--- src/rtl/signed_subtractor_serial.sv ---
// signed_subtractor_serial: bit-serial two's-complement A - B (A + ~B + 1), LSB first,
// with start/busy/done handshake and signed overflow flag.
module signed_subtractor_serial #(
    parameter int WIDTH = 4
) (
    input  logic             clk,
    input  logic             rst_n,
    input  logic             start,
    input  logic [WIDTH-1:0] A,
    input  logic [WIDTH-1:0] B,
    output logic             busy,
    output logic             done,
    output logic [WIDTH-1:0] DIFF,
    output logic             overflow
);
    localparam int CW = $clog2(WIDTH);

    typedef enum logic [1:0] {IDLE, SHIFT, DONE} state_t;

    state_t           r_state, w_next;
    logic [WIDTH-1:0] r_sa, r_sb, r_res;
    logic [CW-1:0]    r_cnt;
    logic             r_c;
    logic             w_d, w_cout, w_last;

    assign w_d    = r_sa[0] ^ r_sb[0] ^ r_c;
    assign w_cout = (r_sa[0] & r_sb[0]) | (r_c & (r_sa[0] | r_sb[0]));
    assign w_last = r_cnt == CW'(WIDTH - 1);

    always_ff @(posedge clk) begin
        if (!rst_n) r_state <= IDLE;
        else        r_state <= w_next;
    end

    always_comb begin
        w_next = r_state;
        busy   = 1'b0;
        done   = 1'b0;
        case (r_state)
            IDLE:    w_next = start ? SHIFT : IDLE;
            SHIFT: begin
                busy   = 1'b1;
                w_next = w_last ? DONE : SHIFT;
            end
            DONE: begin
                busy   = 1'b1;
                done   = 1'b1;
                w_next = IDLE;
            end
            default: w_next = IDLE;
        endcase
    end

    // the carry into the MSB is r_c on the last edge, the carry out is w_cout
    always_ff @(posedge clk) begin
        if (!rst_n) begin
            r_sa     <= '0;
            r_sb     <= '0;
            r_res    <= '0;
            r_cnt    <= '0;
            r_c      <= 1'b0;
            DIFF     <= '0;
            overflow <= 1'b0;
        end else if (r_state == IDLE && start) begin
            r_sa  <= A;
            r_sb  <= ~B;
            r_c   <= 1'b1;
            r_cnt <= '0;
        end else if (r_state == SHIFT) begin
            r_sa  <= r_sa >> 1;
            r_sb  <= r_sb >> 1;
            r_c   <= w_cout;
            r_res <= {w_d, r_res[WIDTH-1:1]};
            r_cnt <= r_cnt + 1'b1;
            if (w_last) begin
                DIFF     <= {w_d, r_res[WIDTH-1:1]};
                overflow <= r_c ^ w_cout;
            end
        end
    end
endmodule

--- config.mk ---
export PLATFORM = sky130hd
export DESIGN_NAME = signed_subtractor_serial
export DESIGN_NICKNAME = d
export VERILOG_FILES = /design/src/rtl/signed_subtractor_serial.sv
export SDC_FILE = /design/constraint.sdc
export NUM_CORES = 1
export LEC_CHECK = 0
export ABC_AREA = 1
export CAP_MARGIN = 5
export CORE_MARGIN = 2
export CORE_UTILIZATION = 25
export DETAILED_ROUTE_END_ITERATION = 8
export PLACE_DENSITY = 0.5
export SYNTH_ARGS = -nofsm -noshare
export SYNTH_HDL_FRONTEND = slang
export SYNTH_SLANG_ARGS = --single-unit
export TNS_END_PERCENT = 1
--- constraint.sdc ---
create_clock -name clk -period 3.7 [get_ports clk]
set_input_delay 0.74 -clock clk [delete_from_list [all_inputs] [get_ports clk]]
set_output_delay 0.74 -clock clk [all_outputs]
set_load 0.02 [all_outputs]
==> flow_metrics.tcl <==
set metrics [dict create \
    status "completed" \
    fin_crit_ns 2.29 \
    fmax_mhz 437 \
    critical_path_class "reg2out" \
    area_growth_syn_to_layout_pct 23.9 \
    cts.sinks 21 \
    dr_total_vias 869 \
    synth_area_sq_um 991 \
    row_count 22 \
    ff2ff_path_depth 7 \
    final_cell_mix "nand3_1 (24), dfxtp_1 (21), nand2_1 (19), inv_1 (18), clkdlybuf4s50_1 (17)" \
    clockBufferDepth 2 \
    synth_cell_types 23 \
    gp_congestion 0.719 \
    hold_depth 2 \
    ir_worst_vdd_v 0.000239 \
    cts_tree "done" \
    r2r_end "r_sa[2]" \
    critPathArrivalTime_ns 1.55 \
    worst_setup_hold_path_clk_slew_ns 0.08 \
    syn_inst 128 \
    pwr_density_cell_mw_per_mm2 388 \
    p_leak_nw 0.528 \
    die_h_um 67.0 \
    grt_overflow_total 0 \
    wl_met1_um 933 \
    wl_met3_um 118 \
    ant_nets 0 \
    hold_end "DIFF[1]" \
    fp.dieW_um 67.0 \
    post_cts_buffers 0 \
    cp_max_fo 3 \
    grt_pass1_wl_um 3560 \
    synth-warning-count 0 \
    drt_first_pass_iters 5 \
    setup_slack_ns 1.41 \
    required_ns 2.96 \
    dp_hpwl_um 1460 \
    reg2reg_from "r_state[1]" \
    fin_hold_ws_ns 0.463 \
    drive_above_1_share_pct 4.23 \
    rsz0062_at_grt "no" \
    num-fill-cells 424 \
    ys_seq_area_share_pct 42.4 \
    die_area_sq_mm 0.00448 \
    htreeDepth 1 \
    final_nets 160 \
    relSlewSlack_pct 60.6 \
    setup-violations-final 0 \
    port_buffers 17 \
    cp-start-kind "flip-flop" \
    final.setup.tns_ns 0 \
    grt_pass1_vias 849 \
    io-pin-count 18 \
    post-place-ws_ns 1.52 \
    end_kind "output pin" \
    drc 0 \
    avgSynthCellArea_sq_um 7.74 \
    root_buffer "clkbuf_8" \
    start_util_pct 26.5 \
    first_iter_violations 27 \
    slew_violations 0 \
    met2_length_um 868 \
    rrSetupSlack_ns 1.97 \
    cts_repair_resize_count 0 \
    final_common_cell "nand3_1" \
    clkLatencyLatePin_ns 0.26 \
    post-route-period-util_pct 61.9 \
    top_layer "met4" \
    postCtsHoldBufs 0 \
    antenna_found_initial 0 \
    fin_worst_skew_ns 0.00415 \
    min_from "DIFF[1]" \
    grt_max_degree 22 \
    wl_per_cell_um 10.2 \
    avgViaCountPerCell 4.57 \
    placeableCoreArea_sq_mm 0.00374 \
    antenna_cells_inserted 0 \
    cts_buffers 3 \
    worst_slew_pin_slew_ns 0.591 \
    report.final.hold_viol_count 0 \
    postLayoutCoreUtil_pct 32.8 \
    wl_um 1930 \
    syn-num-nets 145 \
    maxCapViolCount 0 \
    hold_class "reg2reg" \
    synth-seq-cells 21 \
    track_usage_pct 10.3 \
]
-- state kept, by name, indices dropped and copies added (netlist names) --
| name | flops |
|---|---|
| r_state | 2 |
| r_c | 1 |
| overflow | 1 |
| r_sa | 4 |
| r_cnt | 2 |
| r_sb | 4 |
| r_res | 3 |
| DIFF | 4 |
-- cells in the mapped netlist --
master / number / area share (%)
dfxtp_1: 21 / 42
nor2_1: 5 / 1.9
a21oi_2: 1 / 0.88
fa_1: 1 / 2.0
nand2_1: 19 / 7.2
a211oi_1: 1 / 0.76
a21oi_1: 7 / 3.5
buf_2: 4 / 2.0
nor3b_1: 1 / 0.76
or2_1: 1 / 0.63
nand3b_1: 3 / 2.3
nand2_2: 1 / 0.63
clkbuf_1: 1 / 0.38
nand4_1: 4 / 2.5
o21bai_1: 1 / 0.76
o21ai_0: 6 / 3.0
xnor2_1: 1 / 0.88
ha_1: 5 / 6.3
inv_1: 18 / 6.8
nor3_1: 1 / 0.50
buf_6: 1 / 1.1
nand3_1: 24 / 12
clkbuf_2: 1 / 0.50
-- worst max-delay path: stages, from the launching register on --
cell and delay (ns):
dfxtp_1 0.36, inv_1 0.07, ha_1 0.27, clkdlybuf4s50_1 0.59
-- layout make-up --
cell class                 count  area [sq um]  area share (%)
tap                           48          60.1            4.89
timing repair buffer          17           170            13.9
sequential                    21           420            34.3
clock buffer                   3          41.3            3.36
multi-input combinational     82           463            37.7
clock inverter                 1          5.00           0.408
inverter                      18          67.6            5.50
-- worst max-delay path by stage --
stage / from / endpoint
finish: r_state[0] / busy
global route: r_state[0] / busy
CTS: r_state[0] / busy
detailed placement: start / overflow
global placement: start / overflow
floorplan: r_state[0] / busy
-- metal layers --
layer	vias to the layer above	track usage [%]
li1	444	-
met1	398	12.1
met2	25	18.0
met3	2	4.05
met4	0	1.53
met5	-	0
-- power by group --
group | switching (mW) | internal (mW) | leakage (nW) | total (mW)
clock | 0.0767 | 0.0751 | 0.0255 | 0.152
sequential | 0.00834 | 0.239 | 0.172 | 0.248
combinational | 0.0450 | 0.0325 | 0.331 | 0.0775
total | 0.130 | 0.347 | 0.528 | 0.477
-- cells by family (layout without fill, tap and decap cells) --
logic type / count (synthesis) / after routing / share of synthesized area [%]
compound gates: 16 / 16 / 8.97
xor+xnor: 1 / 1 / 0.884
fa+ha+maj: 6 / 6 / 8.33
buf+inv: 25 / 39 / 10.9
flops: 21 / 21 / 42.4
simple gates: 59 / 59 / 28.5
-- through the flow --
step | total power, mW | std cells | instance area [sq um]
6_report | 0.477 | 190 | 1230
5_1_grt | 0.501 | 190 | 1230
4_1_cts | 0.480 | 190 | 1230
3_5_place_dp | 0.331 | 186 | 1180
3_3_place_gp | 0.329 | 186 | 1180
2_1_floorplan | 0.309 | 128 | 991
Note: power is estimated with default switching activity, not from simulation.
